--- src/rtl/gb_host_pkg.sv ---
// Shared types and constants for the GB host bus master.
package gb_host_pkg;

    typedef enum logic [1:0] {
        ST_IDLE    = 2'd0,
        ST_WR      = 2'd1,
        ST_RD_WAIT = 2'd2,
        ST_RSP     = 2'd3
    } state_t;

    // Legal peripheral read latency range and the counter width that covers it
    localparam int unsigned RD_LAT_MIN = 1;
    localparam int unsigned RD_LAT_MAX = 15;
    localparam int unsigned LAT_W      = 4;

endpackage

--- src/rtl/gb_host_master.sv ---
// GB host bus master: turns single commands into write bursts (one gb_we
// pulse per beat) or read bursts (one response per beat, back-pressured).
// Optional feature macro: GB_HOST_BURST_EN (defined: req_len honoured;
// undefined: every command is a single beat).
module gb_host_master
    import gb_host_pkg::*;
#(
    parameter int unsigned AW     = 24,
    parameter int unsigned DW     = 32,
    parameter int unsigned RD_LAT = 1,
    parameter int unsigned LW     = 8
) (
    input  logic          clk,
    input  logic          rst,
    input  logic          req_valid,
    output logic          req_ready,
    input  logic          req_we,
    input  logic [AW-1:0] req_addr,
    input  logic [DW-1:0] req_wdata,
    input  logic [LW-1:0] req_len,
    output logic          rsp_valid,
    input  logic          rsp_ready,
    output logic [DW-1:0] rsp_rdata,
    output logic [AW-1:0] gb_addr,
    output logic [DW-1:0] gb_dout,
    output logic          gb_we,
    input  logic [DW-1:0] gb_din
);

    // Out-of-range latencies are clamped into the legal window
    localparam int unsigned LAT_LIM = (RD_LAT < RD_LAT_MIN) ? RD_LAT_MIN :
                                      (RD_LAT > RD_LAT_MAX) ? RD_LAT_MAX : RD_LAT;

    state_t          r_state;
    state_t          w_state_nxt;

    logic            r_req_ready;
    logic            r_rsp_valid;
    logic [DW-1:0]   r_rsp_rdata;
    logic [AW-1:0]   r_gb_addr;
    logic [DW-1:0]   r_gb_dout;
    logic            r_gb_we;
    logic [LW-1:0]   r_beat_cnt;
    logic [LAT_W-1:0] r_lat_cnt;

    logic            w_req_ready_nxt;
    logic            w_rsp_valid_nxt;
    logic [DW-1:0]   w_rsp_rdata_nxt;
    logic [AW-1:0]   w_gb_addr_nxt;
    logic [DW-1:0]   w_gb_dout_nxt;
    logic            w_gb_we_nxt;
    logic [LW-1:0]   w_beat_cnt_nxt;
    logic [LAT_W-1:0] w_lat_cnt_nxt;

    logic            w_accept;
    logic            w_beat_last;
    logic            w_lat_done;
    logic [LW-1:0]   w_len_eff;

    assign w_accept    = req_valid && r_req_ready;
    assign w_beat_last = (r_beat_cnt == '0);
    assign w_lat_done  = (r_lat_cnt == LAT_W'(LAT_LIM));

    // Remaining-beats load value; single-beat builds discard the length field
`ifdef GB_HOST_BURST_EN
    assign w_len_eff = req_len;
`else
    assign w_len_eff = req_len & LW'(0);
`endif

    // State register
    always_ff @(posedge clk or posedge rst) begin
        if (rst) begin
            r_state <= ST_IDLE;
        end else begin
            r_state <= w_state_nxt;
        end
    end

    // Next-state decode
    always_comb begin
        w_state_nxt = r_state;
        case (r_state)
            ST_IDLE:    if (w_accept) w_state_nxt = req_we ? ST_WR : ST_RD_WAIT;
            ST_WR:      if (w_beat_last) w_state_nxt = ST_IDLE;
            ST_RD_WAIT: if (w_lat_done) w_state_nxt = ST_RSP;
            ST_RSP:     if (rsp_ready) w_state_nxt = w_beat_last ? ST_IDLE : ST_RD_WAIT;
            default:    w_state_nxt = ST_IDLE;
        endcase
    end

    // Next values for the registered outputs and counters
    always_comb begin
        w_req_ready_nxt = (w_state_nxt == ST_IDLE);
        w_rsp_valid_nxt = r_rsp_valid;
        w_rsp_rdata_nxt = r_rsp_rdata;
        w_gb_addr_nxt   = r_gb_addr;
        w_gb_dout_nxt   = r_gb_dout;
        w_gb_we_nxt     = 1'b0;
        w_beat_cnt_nxt  = r_beat_cnt;
        w_lat_cnt_nxt   = r_lat_cnt;
        case (r_state)
            ST_IDLE: begin
                if (w_accept) begin
                    w_gb_addr_nxt  = req_addr;
                    w_beat_cnt_nxt = w_len_eff;
                    w_lat_cnt_nxt  = '0;
                    w_gb_we_nxt    = req_we;
                    if (req_we) w_gb_dout_nxt = req_wdata;
                end
            end
            ST_WR: begin
                if (!w_beat_last) begin
                    w_gb_addr_nxt  = r_gb_addr + AW'(1);
                    w_beat_cnt_nxt = r_beat_cnt - LW'(1);
                    w_gb_we_nxt    = 1'b1;
                end
            end
            ST_RD_WAIT: begin
                if (w_lat_done) begin
                    w_rsp_rdata_nxt = gb_din;
                    w_rsp_valid_nxt = 1'b1;
                end else begin
                    w_lat_cnt_nxt = r_lat_cnt + LAT_W'(1);
                end
            end
            ST_RSP: begin
                if (rsp_ready) begin
                    w_rsp_valid_nxt = 1'b0;
                    if (!w_beat_last) begin
                        w_gb_addr_nxt  = r_gb_addr + AW'(1);
                        w_beat_cnt_nxt = r_beat_cnt - LW'(1);
                        w_lat_cnt_nxt  = '0;
                    end
                end
            end
            default: ;
        endcase
    end

    // Output and counter registers
    always_ff @(posedge clk or posedge rst) begin
        if (rst) begin
            r_req_ready <= 1'b0;
            r_rsp_valid <= 1'b0;
            r_rsp_rdata <= '0;
            r_gb_addr   <= '0;
            r_gb_dout   <= '0;
            r_gb_we     <= 1'b0;
            r_beat_cnt  <= '0;
            r_lat_cnt   <= '0;
        end else begin
            r_req_ready <= w_req_ready_nxt;
            r_rsp_valid <= w_rsp_valid_nxt;
            r_rsp_rdata <= w_rsp_rdata_nxt;
            r_gb_addr   <= w_gb_addr_nxt;
            r_gb_dout   <= w_gb_dout_nxt;
            r_gb_we     <= w_gb_we_nxt;
            r_beat_cnt  <= w_beat_cnt_nxt;
            r_lat_cnt   <= w_lat_cnt_nxt;
        end
    end

    assign req_ready = r_req_ready;
    assign rsp_valid = r_rsp_valid;
    assign rsp_rdata = r_rsp_rdata;
    assign gb_addr   = r_gb_addr;
    assign gb_dout   = r_gb_dout;
    assign gb_we     = r_gb_we;

endmodule

--- config.mk ---
export PLATFORM = sky130hd
export DESIGN_NAME = gb_host_master
export DESIGN_NICKNAME = d
export VERILOG_FILES = /design/src/rtl/gb_host_pkg.sv /design/src/rtl/gb_host_master.sv
export SDC_FILE = /design/constraint.sdc
export NUM_CORES = 1
export LEC_CHECK = 0
export BUFFER_PORTS_ARGS = -buffer_cell sky130_fd_sc_hd__clkbuf_2
export CAP_MARGIN = 30
export CORE_UTILIZATION = 40
export DETAILED_ROUTE_END_ITERATION = 6
export PLACE_DENSITY_LB_ADDON = 0.05
export SLEW_MARGIN = 20
export SYNTH_ARGS = -nofsm -noshare
export SYNTH_HDL_FRONTEND = slang
export SYNTH_SLANG_ARGS = --single-unit
--- constraint.sdc ---
create_clock -name clk -period 3.9 [get_ports clk]
set_input_delay 0.585 -clock clk [delete_from_list [all_inputs] [get_ports clk]]
set_output_delay 0.585 -clock clk [all_outputs]
set_load 0.02 [all_outputs]
After elaboration in Yosys (flattened, before gate mapping)
Index checks and enable logic that the tools add are counted.
{"block": "totals", "regBits": 105, "inputBits": 101, "output_inout_bits": 91, "word_cells": 59}
{"block": "classes", "add_sub_neg": 3, "n_eq_ne": 9, "mux": 26, "n_reduce_logical": 12}
{"op": "$mux 24", "count": 3}
{"op": "$pmux 24 s3", "count": 1}
{"op": "$add 24x1->24 const B", "count": 1}
{"op": "$mux 8", "count": 3}
{"op": "$pmux 8 s3", "count": 1}
{"op": "$mux 4", "count": 4}
{"op": "$mux 2", "count": 6}
{"op": "$pmux 4 s3", "count": 1}
{"op": "$ne 2x2->1 const B", "count": 5}
{"op": "$reduce_and 3->1", "count": 3}
{"op": "$logic_not 8->1", "count": 1}
{"op": "$pmux 2 s4", "count": 1}
{"op": "$sub 8x1->8 const B", "count": 1}
{"op": "$reduce_bool 3->1", "count": 2}
{"op": "$reduce_and 5->1", "count": 1}
{"op": "$add 4x1->4 const B", "count": 1}
{"op": "$eq 2x2->1 const B", "count": 2}
{"op": "$eq 4x1->1 const B", "count": 1}
{"op": "$logic_not 2->1", "count": 2}
{"op": "$mux 1", "count": 4}
{"op": "$pmux 1 s2", "count": 2}
{"op": "$eq 2x1->1 const B", "count": 1}
{"op": "$reduce_and 2->1", "count": 1}
{"op": "$reduce_bool 2->1", "count": 1}
{"op": "$logic_and 1x1->1", "count": 1}

Longest topological paths before layout
Gate-level depths: netlist of the first run.
{"block": "logic_depth", "depth_word": 5, "depth_mapped": 9, "ltp_nobuf": 7}

Least setup slack after synthesis of the first run
OpenSTA, ideal clock, no wires.
{"block": "synth_path", "path_type": "register to register", "start": "register r_gb_addr[0], in the netlist gb_addr[0]", "end": "register r_gb_addr[20], in the netlist gb_addr[20]", "setup_time_ns": 0.128, "arrival_time_ns": 1.944, "t_required_ns": 3.772, "slack_ns": 1.828, "stages_incl_launch_ff": 7, "path_buffers": 0, "period_less_slack_ns": 2.072, "cell_sequence": "dfrtp_1 ha_1 nand4_1 nor4_1 nand2_1 o32ai_1 a2bb2oi_1"}
{"block": "synth_between", "elab_chain_len": 4}
{"item": "start: declaration", "line": "gb_host_master.sv:40", "text": "logic [AW-1:0] r_gb_addr;"}
{"item": "start signal: assignment", "line": "gb_host_master.sv:156", "text": "r_gb_addr <= w_gb_addr_nxt;"}
{"item": "$add 24x1->24 (*)", "line": "gb_host_master.sv:114, gb_host_master.sv:131"}
{"item": "$mux 24 (*)", "line": "gb_host_master.sv:113, gb_host_master.sv:130"}
{"item": "$mux 24", "line": "gb_host_master.sv:128", "text": "if (rsp_ready) begin"}
{"item": "$pmux 24 s3 (*)", "line": "gb_host_master.sv:102", "text": "case (r_state)"}
Mark *: on every way between the ends. The rest lies on a longest branch, timed or not. The select of a mux whose other input is x is not followed.
A chain may end at the register's enable or synchronous reset.

Worst setup path in the final report of the first run
Ends and elaborated chain as after synthesis.

==> results of run 1 <==
## kinds of logic (layout without fill, tap and decap cells)
kind of cell    Yosys count  in the layout  synth area share
compound gates           83             83             0.110
flops                   105            105             0.553
xor+xnor                  6              6            0.0111
buf+inv                  34            215            0.0334
fa+ha+maj                 4              4            0.0105
mux                      67             67             0.158
simple gates            115            115             0.124
## per-layer routing
| metal | global-route usage | routed length, um | part of all wire |
|---|---|---|---|
| met1 | 0.254 | 4980 | 0.45 |
| met2 | 0.295 | 5160 | 0.47 |
| met3 | 0.0426 | 729 | 0.066 |
| met4 | 0.0849 | 104 | 0.0095 |
| met5 | 0 | 0 | 0 |
## through the flow
stage	hold WS, ns	cell area (um2)	total power, mW	setup WS, ns	util
2_1_floorplan	0.450	4750	3.82	0.554	-
3_3_place_gp	0.475	5770	4.57	1.45	0.501
3_5_place_dp	0.484	5770	4.64	1.38	0.501
4_1_cts	0.337	6050	5.53	1.39	0.525
5_1_grt	0.380	6050	5.86	1.12	0.525
6_report	0.328	6050	5.46	1.32	0.525
## critical path: cells and delay by family (launching register included)
family                   cells  cell delay, ns
AO/OA/AOI/OAI                2            0.44
adder cells (fa/ha/maj)      1            0.27
AND/OR/NAND/NOR              3            1.26
flip-flops                   1            0.46
## flip-flops by register name, indices dropped and copies added, names as in the netlist
register / flops
req_ready: 1
r_beat_cnt: 8
r_state: 2
rsp_rdata: 32
rsp_valid: 1
r_lat_cnt: 4
gb_we: 1
gb_addr: 24
gb_dout: 32
## placed cells by master, fill, tap and decap left out, types with 3 or more instances in the layout
master | synthesis | final
a211oi_1 | 3 | 3
a21oi_1 | 31 | 31
a2bb2oi_1 | 3 | 3
buf_4 | 3 | 5
clkbuf_16 | 0 | 9
clkbuf_2 | 0 | 183
clkinv_2 | 0 | 3
dfrtp_1 | 105 | 105
ha_1 | 4 | 4
inv_1 | 12 | 11
mux2_2 | 63 | 63
mux2i_1 | 3 | 3
nand2_1 | 35 | 35
nand3_1 | 12 | 12
nand4_1 | 7 | 7
nor2_1 | 28 | 28
nor3_1 | 9 | 9
nor4_1 | 3 | 3
o211ai_1 | 3 | 3
o21ai_0 | 11 | 11
o22ai_1 | 15 | 15
o32ai_1 | 4 | 4
xor2_1 | 5 | 5
## how the worst max path moves through the flow
stage                              to  cells after the start
after floorplan            gb_addr[0]                      1
after global placement     gb_addr[3]                      6
after detailed placement   gb_addr[3]                      6
after CTS                 gb_addr[20]                      6
after global routing      gb_addr[20]                      6
final                     gb_addr[20]                      6
## cell type report
| cell class | instances | area [um2] |
|---|---|---|
| multi-input cells | 275 | 1970 |
| clock inverters | 4 | 45.0 |
| repair buffers | 188 | 953 |
| clock buffers | 11 | 233 |
| fillers | 1056 | 5470 |
| well taps | 143 | 179 |
| inverters | 12 | 47.5 |
| flip-flops and latches | 105 | 2630 |
## power by group through the flow
stage | combinational, mW | sequential (mW) | clock [mW]
2_1_floorplan | 1.23 | 2.60 | 0
3_3_place_gp | 2.49 | 2.09 | 0
3_5_place_dp | 2.52 | 2.11 | 0
4_1_cts | 2.53 | 2.10 | 0.901
5_1_grt | 2.74 | 2.19 | 0.938
6_report | 2.49 | 2.10 | 0.863
==> out/summary.txt, run 1 <==
Max Cap Viol: 0
Least-Margin Pin Slew: 0.845 ns
Max Clk Rate: 0.387 GHz
post-route antenna net violation count: 0
Synth cell types: 52
Clock Tree Buf Depth: 2
layout cells sized above 1: 0.464
first-pass GRT wire length: 18500 um
Psw: 2.32 mW
crit path kind: reg -> reg
IO Count: 192
CTS tree: built
Rows: 39
clock latency on the worst-skew pair: 0.34 ns
Post-synth top flop: dfrtp_1
vias in the first global route: 3751
Setup Buffers After CTS: 0
DIE AREA: 12300 um2
Worst Reg-to-Reg Cells: 6
Die Ht: 111 um
Placed Instances: 723
largest net degree at the start of global routing: 53
vias: 3777
Relative slew margins: 0.432
GR Overflow Total: 0
Syn Area/Cell: 11.5 um2
Mapped Area: 4750 um2
Leak: 2.92 nW
Routed WL: 11000 um
Fin Setup TNS: 0 ns
Post-synth EDFFs: 0
Crit-path slowest cell: nor4_1
Worst Hold Class: in -> async
outcome: finished with violations
Async SR Flop Fraction: 1.00
core area: 11500 um2
Worst R2R Setup Slack: 1.32 ns
top post-synthesis cells by count: dfrtp_1, mux2_2, nand2_1, a21oi_1, nor2_1
Warnings, synthesis: 0
Setup Viol. Count Final: 0
post-CTS sizing: 0
Gate Count Post-Synth: 414
Clock Sinks: 105
register share of total power: 0.385
post-synth top area cell: dfrtp_1
combinational power share: 0.457
total global-route track usage: 0.190
Post-DP HPWL: 7950 um
RSZ-0062 raised after global routing: false
Clock power frac: 0.158
Period minus WS final: 2.58 ns
Die X: 111 um
CTS clk-pin slew, worst paths: 0.07 ns
register area share after synthesis: 0.553
DR vias/cell: 5.12
port bufs: 183
H-tree levels: 3
final non-filler cell total: 738
CP required: 4.09 ns
number of remaining DRC errors: 26
CP Capture Type: flop
top cells by area, synth: dfrtp_1, mux2_2, a21oi_1
failing checks: design-rule violations
1st-iter DRT viols: 231
top cell type's share of synthesized area: 0.553
routability cong.: 0.790
Worst Setup SP: gb_addr[0]
Internal Power: 3.14 mW
drt pass-1 iters: 6
Worst R2R End: gb_addr[20]
CTS Buf Count: 9
initial antenna violation count: 0
Area growth syn-to-layout: 27.3%
Starting Density: 0.413
clk_skew: 0.00656 ns
FF-to-FF Start: gb_addr[0]
IR Drop Worst-Case VDD: 0.000468 V
PD cells: 902 nW/um2
crit path max fanout: 7
final hold violation count: 0
post-synthesis net count: 519
CP max stage delay: 0.79 ns
Final Max Slew Viols: 0
top-count cell post-synth: dfrtp_1
clk root buf: clkbuf_16
Cell Chain, Critical Path: ha_1, nand4_1, nor4_1, nand2_1, o32ai_1, a2bb2oi_1
final net count: 696
antenna cells: 0
Critical Path AT: 2.77 ns
Worst setup SP type: flop
Hold-fix buffers, CTS: 0
WL per Instance: 14.9 um
sw frac: 0.425
Seq cells post-synth: 105
Final period util: 0.663
Power figures use the tool's default switching activity.
==> run 2, diff against run 1 <==
- ABC_AREA: default -> 1
- clock period: 3.9 -> 2.2 ns (I/O delays scaled with it)
==> out/summary.txt, run 2 <==
post-synth top area cell: dfrtp_1 (unchanged)
H-tree levels: 3 (unchanged)
post-synthesis net count: 653 (was 519)
Max Clk Rate: 0.529 GHz (was 0.387 GHz)
CP required: 2.44 ns (was 4.09 ns)
vias in the first global route: 3869 (was 3751)
CTS clk-pin slew, worst paths: 0.07 ns (about the same)
post-route antenna net violation count: 0 (unchanged)
PD cells: 572 nW/um2 (was 902 nW/um2)
Fin Setup TNS: 0 ns (unchanged)
top post-synthesis cells by count: nand2_1, dfrtp_1, inv_1, nor2_1, nand3_1 (was dfrtp_1, mux2_2, nand2_1, a21oi_1, nor2_1)
outcome: complete, no violations (was finished with violations)
Period minus WS final: 1.89 ns (was 2.58 ns)
Rows: 41 (was 39)
Hold-fix buffers, CTS: 0 (unchanged)
Die Ht: 117 um (was 111 um)
drt pass-1 iters: 4 (was 6)
Storage cell area: 2630 um2 (unchanged)
RSZ-0062 raised after global routing: false (unchanged)
Async SR Flop Fraction: 1.00 (unchanged)
Critical Path AT: 2.13 ns (was 2.77 ns)
crit path max fanout: 23 (was 7)
port bufs: 183 (unchanged)
Post-synth top flop: dfrtp_1 (unchanged)
most common cell after layout, fill and taps aside: clkbuf_2 (unchanged)
Leak: 3.60 nW (was 2.92 nW)
clock latency on the worst-skew pair: 0.35 ns (was 0.34 ns)
DIE AREA: 13600 um2 (was 12300 um2)
clk root buf: clkbuf_16 (unchanged)
WL per Instance: 12.9 um (was 14.9 um)
Post-DP HPWL: 8570 um (was 7950 um)
Syn Area/Cell: 9.58 um2 (was 11.5 um2)
Warnings, synthesis: 0 (unchanged)
Setup Buffers After CTS: 0 (unchanged)
final hold violation count: 0 (unchanged)
Setup Viol. Count Final: 0 (unchanged)
clk_skew: 0.00387 ns (was 0.00656 ns)
CTS tree: built (unchanged)
GR Overflow Total: 0 (unchanged)
CP Capture Type: flop (unchanged)
first-pass GRT wire length: 18800 um (was 18500 um)
1st-iter DRT viols: 211 (was 231)
Final Max Slew Viols: 0 (unchanged)
Clock Tree Buf Depth: 2 (unchanged)
register area share after synthesis: 0.500 (was 0.553)
Clock Sinks: 105 (unchanged)
Relative slew margins: 0.617 (was 0.432)
final core utilization: 0.521 (was 0.525)
Final period util: 0.859 (was 0.663)
IO Count: 192 (unchanged)
IR Drop Worst-Case VDD: 0.000388 V (was 0.000468 V)
antenna cells: 0 (unchanged)
Area growth syn-to-layout: 26.3% (was 27.3%)
Worst Hold Class: in -> async (unchanged)
top cell type's share of synthesized area: 0.500 (was 0.553)
Gate Count Post-Synth: 548 (was 414)
Routed WL: 11800 um (was 11000 um)
top-count cell post-synth: nand2_1 (was dfrtp_1)
area of the multi-input gates: 2240 um2 (was 1970 um2)
DR vias/cell: 4.64 (was 5.12)
Fillers: 1255 (was 1056)
vias: 4222 (was 3777)
layout cells sized above 1: 0.371 (was 0.464)
Worst setup SP type: flop (unchanged)
CTS Buf Count: 9 (unchanged)
crit path kind: reg -> reg (unchanged)
Die X: 117 um (was 111 um)
worst hold slack: 0.0266 ns (was 0.328 ns)
routability cong.: 0.790 (about the same)
initial antenna violation count: 0 (unchanged)
Mapped Area: 5250 um2 (was 4750 um2)
Least-Margin Pin Slew: 0.573 ns (was 0.845 ns)
number of remaining DRC errors: 0 (was 26)
Post-synth EDFFs: 0 (unchanged)
Synth cell types: 30 (was 52)
final net count: 839 (was 696)
post-CTS sizing: 0 (unchanged)
Max Cap Viol: 0 (unchanged)
core area: 12700 um2 (was 11500 um2)
Worst R2R Setup Slack: 0.31 ns (was 1.32 ns)
most frequent cells in the layout: clkbuf_2, nand2_1, dfrtp_1 (was clkbuf_2, dfrtp_1, mux2_2)
Starting Density: 0.413 (about the same)
top cells by area, synth: dfrtp_1, nand2_1, mux2_4 (was dfrtp_1, mux2_2, a21oi_1)
Seq cells post-synth: 105 (unchanged)
largest net degree at the start of global routing: 35 (was 53)
total global-route track usage: 0.178 (was 0.190)
-- run 2: cells by family after synthesis --
kind of cell,after synthesis,synth area share
flops,105,0.500
mux,64,0.157
fa+ha+maj,4,0.00953
simple gates,238,0.195
compound gates,51,0.0517
xor+xnor,8,0.0133
buf+inv,78,0.0724
-- run 2: path summary, 6_finish.rpt --
kind | start | endpoint | cells past startpoint
hold reg to reg | r_beat_cnt[0] | r_beat_cnt[0] | 1
max in group asynchronous | rst | rsp_rdata[26] | 3
hold / removal | rst | gb_dout[19] | 2
min in group clk | gb_din[2] | rsp_rdata[2] | 2
setup reg to reg | r_beat_cnt[0] | gb_addr[3] | 10
setup / recovery | r_beat_cnt[0] | gb_addr[3] | 10
-- run 2: layout make-up --
class / instances / area share
Sequential cell: 105 / 0.396
Multi-Input combinational cell: 365 / 0.338
Timing Repair Buffer: 193 / 0.155
Clock buffer: 10 / 0.0345
Inverter: 60 / 0.0345
Tap cell: 172 / 0.0325
Clock inverter: 5 / 0.00868
-- run 2: power by group --
part | leakage (nW) | internal, mW | switching, mW
logic | 2.14 | 0.118 | 0.122
registers | 1.32 | 1.96 | 0.0162
clock network | 0.142 | 0.877 | 0.702
total | 3.60 | 2.95 | 0.840
-- run 2: metrics by stage --
stage,area [um2],setup WS [ns],power [mW],std cells
global route,6630,0.105,3.96,910
finish,6630,0.310,3.80,910
CTS,6630,0.299,3.86,910
floorplan,5250,0.558,2.12,548
global placement,6340,0.334,2.25,895
detailed placement,6340,0.312,2.26,895
-- run 2: metal layers --
layer | track usage | share of wire
met1 | 0.234 | 0.45
met2 | 0.275 | 0.46
met3 | 0.0566 | 0.074
met4 | 0.0709 | 0.015
met5 | 0 | 0
-- run 2: critical path, cell delays in order (launching register included) --
cell,delay [ns]
dfrtp_1,0.36
inv_1,0.06
ha_1,0.21
nand3_1,0.11
nor2_1,0.06
nand2_1,0.14
nand2_4,0.19
inv_2,0.37
o21ai_0,0.15
nand2_1,0.08
nand2_1,0.04
